[src/rtl/pipe_hazard_ctrl.sv]
// Hazard/sequencing controller for a 5-stage pipeline: stage hold/flush controls,
// EX forwarding selects, data-memory wait tracking and saturating perf counters.
module pipe_hazard_ctrl #(
    parameter int MEM_TIMEOUT = 64,
    parameter int CNT_W       = 32
) (
    input  logic             clk,
    input  logic             rstn,
    input  logic [4:0]       rs1_d,
    input  logic [4:0]       rs2_d,
    input  logic [4:0]       rs1_e,
    input  logic [4:0]       rs2_e,
    input  logic [4:0]       rd_e,
    input  logic             mem_to_reg_e,
    input  logic [4:0]       rd_m,
    input  logic             reg_w_en_m,
    input  logic [4:0]       rd_w,
    input  logic             reg_w_en_w,
    input  logic             redirect_e,
    input  logic             dmem_req_m,
    input  logic             dmem_ready,
    output logic             bubbleF,
    output logic             bubbleD,
    output logic             bubbleE,
    output logic             bubbleM,
    output logic             bubbleW,
    output logic             flushD,
    output logic             flushE,
    output logic             flushM,
    output logic             flushW,
    output logic [1:0]       fwd_a_sel,
    output logic [1:0]       fwd_b_sel,
    output logic             mem_timeout,
    output logic [CNT_W-1:0] stall_cnt,
    output logic [CNT_W-1:0] flush_cnt
);

    localparam int WAIT_W = $clog2(MEM_TIMEOUT + 1);
    localparam logic [WAIT_W-1:0] WAIT_MAX = WAIT_W'(MEM_TIMEOUT);
    localparam logic [CNT_W-1:0]  CNT_MAX  = {CNT_W{1'b1}};

    typedef enum logic [0:0] {ST_RUN = 1'b0, ST_WAIT = 1'b1} state_t;

    state_t             state_r;
    logic [WAIT_W-1:0]  wait_cnt_r;
    logic               mem_timeout_r;
    logic [CNT_W-1:0]   stall_cnt_r;
    logic [CNT_W-1:0]   flush_cnt_r;
    logic               frozen_s;
    logic               redirect_s;
    logic               load_use_s;
    logic [1:0]         fwd_a_s;
    logic [1:0]         fwd_b_s;

    // MEM result is younger than WB, so it wins when both write the same register.
    function automatic logic [1:0] fwd_sel(
        input logic [4:0] src,
        input logic [4:0] dst_m,
        input logic       en_m,
        input logic [4:0] dst_w,
        input logic       en_w
    );
        logic [1:0] sel;
        if (en_m && (dst_m != 5'd0) && (dst_m == src)) begin
            sel = 2'b10;
        end else if (en_w && (dst_w != 5'd0) && (dst_w == src)) begin
            sel = 2'b01;
        end else begin
            sel = 2'b00;
        end
        return sel;
    endfunction

    // Hazard classification; everything is held at zero while reset is asserted.
    always_comb begin
        frozen_s   = 1'b0;
        redirect_s = 1'b0;
        load_use_s = 1'b0;
        fwd_a_s    = 2'b00;
        fwd_b_s    = 2'b00;
        if (!rstn) begin
            frozen_s = 1'b0;
        end else begin
            frozen_s   = !dmem_ready && ((state_r == ST_WAIT) || dmem_req_m);
            redirect_s = !frozen_s && redirect_e;
            load_use_s = !frozen_s && !redirect_e && mem_to_reg_e && (rd_e != 5'd0) &&
                         ((rd_e == rs1_d) || (rd_e == rs2_d));
            fwd_a_s    = fwd_sel(rs1_e, rd_m, reg_w_en_m, rd_w, reg_w_en_w);
            fwd_b_s    = fwd_sel(rs2_e, rd_m, reg_w_en_m, rd_w, reg_w_en_w);
        end
    end

    assign bubbleF     = frozen_s | load_use_s;
    assign bubbleD     = frozen_s | load_use_s;
    assign bubbleE     = frozen_s;
    assign bubbleM     = frozen_s;
    assign bubbleW     = 1'b0;
    assign flushD      = redirect_s;
    assign flushE      = redirect_s | load_use_s;
    assign flushM      = 1'b0;
    assign flushW      = frozen_s;
    assign fwd_a_sel   = fwd_a_s;
    assign fwd_b_sel   = fwd_b_s;
    assign mem_timeout = mem_timeout_r;
    assign stall_cnt   = stall_cnt_r;
    assign flush_cnt   = flush_cnt_r;

    // Memory-wait FSM with saturating wait counter and sticky timeout flag.
    always_ff @(posedge clk or negedge rstn) begin
        if (!rstn) begin
            state_r       <= ST_RUN;
            wait_cnt_r    <= '0;
            mem_timeout_r <= 1'b0;
        end else begin
            case (state_r)
                ST_RUN: begin
                    wait_cnt_r <= '0;
                    if (dmem_req_m && !dmem_ready) begin
                        state_r <= ST_WAIT;
                    end else begin
                        state_r <= ST_RUN;
                    end
                end
                ST_WAIT: begin
                    if (wait_cnt_r != WAIT_MAX) begin
                        wait_cnt_r <= wait_cnt_r + WAIT_W'(1);
                    end else begin
                        wait_cnt_r <= wait_cnt_r;
                    end
                    if (wait_cnt_r >= (WAIT_MAX - WAIT_W'(1))) begin
                        mem_timeout_r <= 1'b1;
                    end else begin
                        mem_timeout_r <= mem_timeout_r;
                    end
                    if (dmem_ready) begin
                        state_r <= ST_RUN;
                    end else begin
                        state_r <= ST_WAIT;
                    end
                end
                default: begin
                    state_r    <= ST_RUN;
                    wait_cnt_r <= '0;
                end
            endcase
        end
    end

    // Saturating performance counters.
    always_ff @(posedge clk or negedge rstn) begin
        if (!rstn) begin
            stall_cnt_r <= '0;
            flush_cnt_r <= '0;
        end else begin
            if (bubbleF && (stall_cnt_r != CNT_MAX)) begin
                stall_cnt_r <= stall_cnt_r + CNT_W'(1);
            end else begin
                stall_cnt_r <= stall_cnt_r;
            end
            if (redirect_s && (flush_cnt_r != CNT_MAX)) begin
                flush_cnt_r <= flush_cnt_r + CNT_W'(1);
            end else begin
                flush_cnt_r <= flush_cnt_r;
            end
        end
    end

endmodule

[config.mk]
export PLATFORM = sky130hd
export DESIGN_NAME = pipe_hazard_ctrl
export DESIGN_NICKNAME = d
export VERILOG_FILES = /design/src/rtl/pipe_hazard_ctrl.sv
export SDC_FILE = /design/constraint.sdc
export NUM_CORES = 1
export LEC_CHECK = 0
export BUFFER_PORTS_ARGS = -buffer_cell sky130_fd_sc_hd__buf_2
export CORE_ASPECT_RATIO = 1.25
export CORE_UTILIZATION = 45
export DETAILED_ROUTE_END_ITERATION = 10
export PLACE_DENSITY = 0.7
export SETUP_SLACK_MARGIN = 0.05
export SYNTH_ARGS = -nofsm -noshare
export SYNTH_HDL_FRONTEND = slang
export SYNTH_SLANG_ARGS = --single-unit
export TNS_END_PERCENT = 100
[constraint.sdc]
create_clock -name clk -period 2.1 [get_ports clk]
set_clock_uncertainty 0.15 [all_clocks]
set_input_delay 0.105 -clock clk [delete_from_list [all_inputs] [get_ports clk]]
set_output_delay 0.105 -clock clk [all_outputs]
set_load 0.05 [all_outputs]
==> flow_metrics.tcl, run 1 <==
set metrics [dict create \
    cp_top_family "simple AND/OR/NAND/NOR gates" \
    die_w_um 85.73 \
    clock_path_buffers 2 \
    avgRoutedWirePerCell_um 14.65 \
    antennaDiodeCount 0 \
    cp.arrival_ns 2.23 \
    grt_pass1_vias 3544 \
    outcome "finished, violations left" \
    dr.pass1.iters 4 \
    hold_violations 0 \
    yosysSeqAreaShare 0.4632 \
    num_vias 3539 \
    synth_edf_count 0 \
    synth_top_family_by_area "simple AND/OR/NAND/NOR gates" \
    cts-root-buf "clkbuf_8" \
    io_buffers 118 \
    power.total_mw 3.850 \
    ys_ff_latch 73 \
    path_max_fanout 5 \
    io-pin-count 121 \
    drive_gt1_frac 0.5594 \
    setup_viol 3 \
    drt_wl_total_mm 10.09 \
    post-route-period-util 1.023 \
    synth_xor_xnor_area_share 0.2021 \
    drc_errors 0 \
    worst_pin_slew_ns 0.5666 \
    cts_max_level 3 \
    clock-sinks 73 \
    synth_cells 372 \
    seqCellArea_mm2 0.001894 \
    rsz0062_at_grt "yes" \
    synth-compound-area-share 0.03648 \
    fin_hold_ws_ns 0.1009 \
    crit_slowest_cell "or4b_4" \
    critPathCaptureType "register" \
    synth-main-ff-cell "dfrtp_1" \
    multi_input_area_mm2 0.002335 \
    worst_setup_path_start_kind "register" \
    reg2reg_slack_ns -0.05 \
    drv_slew 0 \
    cpPeakStageDelay_ns 0.55 \
    cp_data_required_time_ns 2.18 \
    maxCapViolations 0 \
    grt-ovfl-total 0 \
    yosys_warnings 0 \
    core-area_mm2 0.008379 \
    post-dp-hpwl_mm 7.301 \
    cts_buffers 9 \
    p_per_area_mw_per_mm2 667.6 \
    std_cell_rows 37 \
    crit_chain "ha_4 > nand4_1 > nor4_2 > or4b_4 > nand2_8 > mux2_4" \
    synth-adder-area-share 0.01269 \
    gp_congestion 0.7950 \
    synthSimpleGateAreaFrac 0.2573 \
    setup_slack_ns -0.04786 \
    first_iter_violations 115 \
    antenna_found_initial 0 \
    crit_type "reg -> reg" \
    syn_avg_cell_area_um2 10.60 \
    die_y_um 106.7 \
    die_area_mm2 0.009144 \
    cts_tree "built" \
    cp.buffers_inverters 0 \
    fin_crit_ns 2.148 \
    clkTransAtPathRegs_ns 0.07 \
    synthMuxAreaShare 0.005711 \
    fmax_mhz 465.6 \
    fillers 641 \
    synthToLayoutAreaGrowth_pct 46.22 \
    start_util 0.4707 \
    final_nets 614 \
    tns_ns -0.08494 \
    clkLatencyLatePin_ns 0.34 \
    relSlewSlack 0.6188 \
    netlist_area_mm2 0.003944 \
    grt_pass1_wl_mm 15.77 \
    track_usage 0.2211 \
    violations "negative setup slack" \
    viasPerCell 5.136 \
    p_leak_nw 2.671 \
    synthArstFlopShare 1.000 \
    yosysUniqueCellTypes 49 \
    ant_nets 0 \
    grt_max_degree 40 \
    place_ws_ns -0.1319 \
    ir_drop_uv 781.0 \
    utilization 0.6882 \
    hold_path.class "in -> async" \
]
==> what timing repair did <==
item                                   in CTS  in global routing
hold buffers                                2                  0
pin swaps                                   8                 36
setup endpoints to repair                  39                 60
setup buffers                               7                 13
cloned                                      0                  1
endpoints found under the hold margin      74                  0
gates resized for setup                    11                 46
==> logic make-up (layout without fill, tap and decap cells) <==
kind of cell,after synthesis,count (layout)
AND/OR/NAND/NOR,162,163
XOR/XNOR,91,91
flip-flops,73,73
AO/OA/AOI/OAI,22,22
buffers and inverters,17,215
adder cells (fa/ha/maj),4,4
multiplexers,2,2
other,1,2
==> cell type report <==
cell class                 count  area share
multi-input combinational    284      0.4049
clock inverter                 3    0.002604
tap                          117     0.02539
inverter                      10    0.007811
sequential                    73      0.3285
timing repair buffer         189      0.2033
clock buffer                  13     0.02755
==> cell usage after synthesis, drive strengths merged, types with 4 or more instances <==
cell type | instances | area (um2)
nor3 | 8 | 51.30
o21ai | 6 | 30.03
nand3 | 31 | 172.7
ha | 4 | 50.05
inv | 10 | 37.54
xor2 | 22 | 192.7
nor4 | 7 | 56.30
nand2 | 32 | 127.6
or4 | 4 | 30.03
nor2 | 16 | 72.57
dfrtp | 73 | 1827
xnor2 | 69 | 604.3
nand4 | 26 | 190.2
buf | 7 | 47.55
a21oi | 6 | 37.54
and4 | 9 | 81.33
and3 | 6 | 37.54
and2 | 7 | 43.79
==> path summary, 6_finish.rpt <==
check / from / to / depth (start not counted)
max: flush_cnt[1]$_DFFE_PN0P_ / flush_cnt[1]$_DFFE_PN0P_ / 6
min: rstn / flush_cnt[22]$_DFFE_PN0P_ / 2
max reg2reg: flush_cnt[1]$_DFFE_PN0P_ / flush_cnt[1]$_DFFE_PN0P_ / 6
min reg2reg: mem_timeout$_DFFE_PN0P_ / mem_timeout$_DFFE_PN0P_ / 1
max in group asynchronous: rstn / stall_cnt[8]$_DFFE_PN0P_ / 3
min in group clk: redirect_e / flush_cnt[12]$_DFFE_PN0P_ / 6
==> cells in the final DEF, fill, tap and decap left out, drive strengths merged, types with 2 or more instances in the layout <==
master       count
a21boi           3
a21oi            6
and2             7
and3             6
and4             9
buf            187
clkbuf          13
clkinv           3
clkinvlp         2
conb             2
dfrtp           73
dlygate4sd3      2
ha               4
inv              8
mux2             2
nand2           32
nand2b           2
nand3           31
nand4           26
nand4b           2
nor2            17
nor3             8
nor3b            3
nor4             7
nor4b            2
o211ai           2
o21a             2
o21ai            6
or3              3
or4              4
xnor2           69
xor2            22
==> flip-flops by register name, summed over array words and instances (netlist names) <==
name and count:
flush_cnt 32, mem_timeout 1, stall_cnt 32, state_r 1, wait_cnt_r 7
==> metrics by stage <==
step | area, um2 | instances
finish | 5767 | 689
global route | 5767 | 689
floorplan | 4119 | 373
CTS | 5470 | 675
global placement | 5170 | 650
detailed placement | 5170 | 650
==> worst reg2reg max path: stages (launching register included) <==
cell	delay [ns]
dfrtp_2	0.39
ha_4	0.14
nand4_1	0.16
nor4_2	0.23
or4b_4	0.55
nand2_8	0.11
mux2_4	0.30
==> report_power, final <==
group          switching, mW  leakage, nW  internal (mW)
clock network          0.504       0.0932          0.489
registers             0.0857        0.904           1.53
logic                  0.804         1.67          0.434
==> metal layers <==
| layer | up-vias | GRT usage | wire [um] |
|---|---|---|---|
| met1 | 1713 | 0.2470 | 4188 |
| met5 | - | 0 | 0 |
| li1 | 1688 | - | - |
| met2 | 119 | 0.3960 | 5090 |
| met3 | 19 | 0.05851 | 554 |
| met4 | 0 | 0.09048 | 259 |
Power figures use the tool's default switching activity.
==> inputs of run 2 (changes only) <==
Settings changed: RECOVER_POWER set to 50.
==> run 2 against run 1 <==
  * The run still ends with negative setup slack left
  * Clock power about the same
  * Worst setup slack about the same
  * Critical path depth unchanged
  * Maximum frequency about the same
  * Register-to-register slack about the same
  * Sequential cell count unchanged
  * Critical endpoint unchanged
  * Largest cell class unchanged
  * Largest power group unchanged
==> flow_metrics.tcl, run 2 (synthesis gave the netlist of run 1 again) <==
set metrics [dict create \
    viasPerCell 5.135 \
    maxCapViolations 0 \
    final_cell_mix "94 x buf_2, 65 x xnor2_1, 64 x buf_4, 54 x dfrtp_2, 24 x nand2_1" \
    mostFrequentLayoutCell "buf_2" \
    start_util 0.4707 \
    worst_setup_path_start_kind "register" \
    die_area_mm2 0.009144 \
    path_max_fanout 5 \
    post-route-period-util 1.023 \
    p_leak_nw 2.588 \
    drt_wl_total_mm 10.10 \
    grt_max_degree 40 \
    io_buffers 118 \
    first_iter_violations 118 \
    power.total_mw 3.850 \
    grt_pass1_wl_mm 15.77 \
    clock-sinks 73 \
    grt_pass1_vias 3544 \
    setup_viol 3 \
    die_w_um 85.73 \
    ir_drop_uv 764.4 \
    p_clk_frac 0.259 \
    design_area_mm2 0.005737 \
    combPwrFrac 0.321 \
    cts_tree "built" \
    rsz0062_at_grt "yes" \
    p_per_area_mw_per_mm2 671.0 \
    final_nets 614 \
    antenna_found_initial 0 \
    clock_path_buffers 2 \
    worst_pin_slew_ns 0.9417 \
    setup_slack_ns -0.04780 \
    cts-root-buf "clkbuf_8" \
    std_cell_rows 37 \
    cts_max_level 3 \
    post-dp-hpwl_mm 7.301 \
    fmax_mhz 465.6 \
    crit_chain "ha_4 > nand4_1 > nor4_2 > or4b_4 > nand2_8 > mux2_4" \
    violations "negative setup slack" \
    io-pin-count 121 \
    critPathCaptureType "register" \
    outcome "finished, violations left" \
    drive_gt1_frac 0.5245 \
    gp_congestion 0.7950 \
    cp.arrival_ns 2.22 \
    cts_buffers 9 \
    netSwitchingFraction 0.3630 \
    drv_slew 0 \
    avgRoutedWirePerCell_um 14.66 \
    track_usage 0.2211 \
    relSlewSlack 0.3722 \
    crit_slowest_cell "or4b_4" \
    dr.pass1.iters 4 \
    cp.buffers_inverters 0 \
    cpPeakStageDelay_ns 0.55 \
    p_switching_mw 1.398 \
    fin_hold_ws_ns 0.09797 \
    internal_power_mw 2.452 \
    num_vias 3538 \
    cp_top_family "simple AND/OR/NAND/NOR gates" \
    fin_crit_ns 2.148 \
    clkLatencyLatePin_ns 0.34 \
    antennaDiodeCount 0 \
    utilization 0.6846 \
    clkTransAtPathRegs_ns 0.07 \
    ant_nets 0 \
    synthToLayoutAreaGrowth_pct 45.46 \
    sequentialPowerShare 0.420 \
    cp_data_required_time_ns 2.18 \
    hold_violations 0 \
    hold_path.class "in -> async" \
    dpl_cell_area_mm2 0.005170 \
    grt-ovfl-total 0 \
    core-area_mm2 0.008379 \
    die_y_um 106.7 \
    drc_errors 0 \
    crit_type "reg -> reg" \
]
[run 2: cell count changes in the layout (fill, tap and decap cells not counted)]
cell	delta
and2_0	+2
and2_1	-2
buf_2	-20
buf_4	-2
clkbuf_1	+20
clkbuf_2	+2
[run 2: layout make-up]
type / instances / area (um2)
clock buffer: 13 / 158.9
fill: 657 / 2643
inverter: 10 / 45.04
multi-input combinational: 284 / 2335
tap: 117 / 146.4
clock inverter: 3 / 15.01
timing repair buffer: 189 / 1142
sequential: 73 / 1894
[run 2: layer usage]
metal / global-route usage / part of all wire / routed length (um) / up-vias
met2: 0.3960 / 0.50 / 5070 / 116
met3: 0.05851 / 0.049 / 492 / 19
met4: 0.09048 / 0.026 / 259 / 0
met5: 0 / 0 / 0 / -
met1: 0.2470 / 0.42 / 4281 / 1715
li1: - / - / - / 1688
[run 2: through the flow]
stage               worst slack, ns  setup TNS [ns]  std cells
floorplan                   -0.1163         -0.5080        373
global placement            -0.1034         -0.4054        650
detailed placement          -0.1319          -1.021        650
CTS                        -0.04088        -0.04088        675
global route                -0.1129          -1.113        689
finish                     -0.04780        -0.08682        689
[run 2: power by group through the flow]
stage	registers (mW)	clock network, mW	logic (mW)
after CTS	1.62	1.01	1.20
after global placement	1.64	0	1.15
final	1.62	0.996	1.24
after detailed placement	1.65	0	1.18
after global routing	1.63	1.08	1.32
after floorplan	2.07	0	0.323
[run 2: path summary, 6_finish.rpt]
path	startpoint	to	slack, ns	depth (start not counted)
min reg2reg	flush_cnt[27]$_DFFE_PN0P_	flush_cnt[27]$_DFFE_PN0P_	0.34	1
min	rstn	flush_cnt[22]$_DFFE_PN0P_	0.1	2
max reg2reg	flush_cnt[1]$_DFFE_PN0P_	flush_cnt[1]$_DFFE_PN0P_	-0.05	6
max in group asynchronous	rstn	stall_cnt[8]$_DFFE_PN0P_	0.44	3
max	flush_cnt[1]$_DFFE_PN0P_	flush_cnt[1]$_DFFE_PN0P_	-0.05	6
min in group clk	redirect_e	flush_cnt[12]$_DFFE_PN0P_	0.20	6
[run 2: what timing repair did]
action                                  CTS  global route
endpoints found under the setup margin   39            60
gates resized for setup                  11            46
buffers inserted                          7            13
cloned                                    0             1
hold endpoints to repair                 74             0
pin swaps                                 8            36
hold buffers                              2             0
==> inputs of run 3 (changes only) <==
Settings changed: SKIP_LAST_GASP set to 1.
==> run 3 against run 2 <==
  * The run still ends with negative setup slack left
  * Maximum frequency is the same
  * Die area is the same
  * Non-clock buffer count is the same
  * Final cell count is the same
  * Sequential cell count is the same
  * Critical path depth is the same
  * Sequential power is essentially flat
  * Hold slack is essentially flat
  * Power is essentially flat
  * Register-to-register slack is essentially flat
==> flow_metrics.tcl, run 3 (synthesis gave the netlist of run 1 again) <==
set metrics [dict create \
    outcome "finished, violations left" \
    violations "negative setup slack" \
    grt_pass1_vias 3544 \
    final_cell_mix "95 x buf_2, 65 x xnor2_1, 63 x buf_4, 54 x dfrtp_2, 24 x nand2_1" \
    use_met2 0.3960 \
    met1_usage 0.2470 \
    die_w_um 85.73 \
    rr_worst_depth 6 \
    track_usage 0.2211 \
    crit_slowest_cell "or4b_4" \
    gp_congestion 0.7950 \
    design_area_mm2 0.005731 \
    die_y_um 106.7 \
    grt_max_degree 40 \
    fillers 658 \
    hold_path.class "in -> async" \
    setup_slack_ns -0.04780 \
    r2r_start "flush_cnt[1]$_DFFE_PN0P_" \
    die_area_mm2 0.009144 \
    antennaDiodeCount 0 \
    place_ws_ns -0.1319 \
    post-dp-hpwl_mm 7.301 \
    p_leak_nw 2.586 \
    grt-busiest-layer "met2" \
    rr_endpoint "flush_cnt[1]$_DFFE_PN0P_" \
    grt.met3_usage 0.05851 \
    clkTransAtPathRegs_ns 0.07 \
    p_per_area_mw_per_mm2 671.5 \
    core-area_mm2 0.008379 \
    cpPeakStageDelay_ns 0.55 \
    ant_nets 0 \
    fmax_mhz 465.6 \
    grt-ovfl-total 0 \
    clkLatencyLatePin_ns 0.34 \
    drv_slew 0 \
    fin_crit_ns 2.148 \
    clock-sinks 73 \
    cp.arrival_ns 2.22 \
    mostFrequentLayoutCell "buf_2" \
    relSlewSlack 0.3705 \
    setup_viol 4 \
    cp_top_family "simple AND/OR/NAND/NOR gates" \
    dpl_cell_area_mm2 0.005170 \
    first_iter_violations 128 \
    rsz0062_at_grt "yes" \
    worst_pin_slew_ns 0.9443 \
    reg2reg_slack_ns -0.05 \
    utilization 0.6839 \
    worst_setup_path_start_kind "register" \
    num_vias 3542 \
    cp_data_required_time_ns 2.18 \
    power.total_mw 3.848 \
    io-pin-count 121 \
    drive_gt1_frac 0.5245 \
    crit_type "reg -> reg" \
    std_cell_rows 37 \
    drt_wl_total_mm 10.11 \
    post-route-period-util 1.023 \
    cts_buffers 9 \
    avgRoutedWirePerCell_um 14.67 \
    synthToLayoutAreaGrowth_pct 45.30 \
    ir_drop_uv 764.4 \
    path_max_fanout 5 \
    antenna_found_initial 0 \
    viasPerCell 5.141 \
    start_util 0.4707 \
    multi_input_area_mm2 0.002335 \
    final_nets 614 \
    cts_tree "built" \
    grt_pass1_wl_mm 15.77 \
    cts_max_level 3 \
    drc_errors 0 \
    hold_violations 0 \
    cts-root-buf "clkbuf_8" \
    dr.pass1.iters 4 \
    io_buffers 118 \
    seqCellArea_mm2 0.001894 \
    maxCapViolations 0 \
    cp.buffers_inverters 0 \
    crit_chain "ha_4 > nand4_1 > nor4_2 > or4b_4 > nand2_8 > mux2_4" \
    critPathCaptureType "register" \
    clock_path_buffers 2 \
]
-- run 3: changes by cell type in the layout (fill, tap and decap cells not counted) --
| cell | delta |
|---|---|
| buf_8 | -1 |
| buf_4 | -1 |
| buf_2 | +1 |
| buf_6 | +1 |
-- run 3: worst max path at each step --
| stage | start | endpoint | slack [ns] | cells after the start |
|---|---|---|---|---|
| 2_1_floorplan | flush_cnt[0]$_DFFE_PN0P_ | flush_cnt[1]$_DFFE_PN0P_ | -0.12 | 6 |
| 3_3_place_gp | stall_cnt[26]$_DFFE_PN0P_ | stall_cnt[1]$_DFFE_PN0P_ | -0.10 | 6 |
| 3_5_place_dp | stall_cnt[26]$_DFFE_PN0P_ | stall_cnt[1]$_DFFE_PN0P_ | -0.13 | 6 |
| 4_1_cts | flush_cnt[1]$_DFFE_PN0P_ | flush_cnt[1]$_DFFE_PN0P_ | -0.04 | 6 |
| 5_1_grt | flush_cnt[1]$_DFFE_PN0P_ | flush_cnt[1]$_DFFE_PN0P_ | -0.11 | 6 |
| 6_report | flush_cnt[1]$_DFFE_PN0P_ | flush_cnt[1]$_DFFE_PN0P_ | -0.05 | 6 |
-- run 3: metrics by stage --
step	cells	hold WS, ns	setup TNS, ns
global route	689	0.09677	-1.119
floorplan	373	-0.3406	-0.5080
finish	689	0.09809	-0.09494
global placement	650	-0.2103	-0.4054
CTS	675	0.06503	-0.04088
detailed placement	650	-0.2145	-1.021
-- run 3: final cells by class --
cell class | instances | area share
multi-input combinational | 284 | 0.4074
sequential | 73 | 0.3306
timing repair buffer | 189 | 0.1983
clock buffer | 13 | 0.02773
tap | 117 | 0.02555
inverter | 10 | 0.007860
clock inverter | 3 | 0.002620
-- run 3: layer usage --
| metal | wire length, um | up-vias |
|---|---|---|
| met5 | 0 | - |
| met4 | 259 | 0 |
| met3 | 494 | 19 |
| met2 | 5068 | 116 |
| met1 | 4289 | 1721 |
| li1 | - | 1686 |
-- run 3: what timing repair did --
action | 4_1_cts | 5_1_grt
endpoints found under the setup margin | 39 | 60
pin swaps | 8 | 34
hold endpoints to repair | 74 | 0
hold buffers | 2 | 0
gates cloned | 0 | 1
resized for setup | 11 | 43
setup buffers | 7 | 13
-- run 3: worst reg2reg max path: stages, from the launching register on --
cell and delay, ns:
dfrtp_2 0.39, ha_4 0.14, nand4_1 0.16, nor4_2 0.23, or4b_4 0.55, nand2_8 0.11, mux2_4 0.30
-- run 3: report_power, final --
group	total (mW)	switching, mW	internal, mW
combinational	1.23	0.805	0.429
sequential	1.62	0.0857	1.53
clock	0.996	0.507	0.489
total	3.85	1.40	2.45
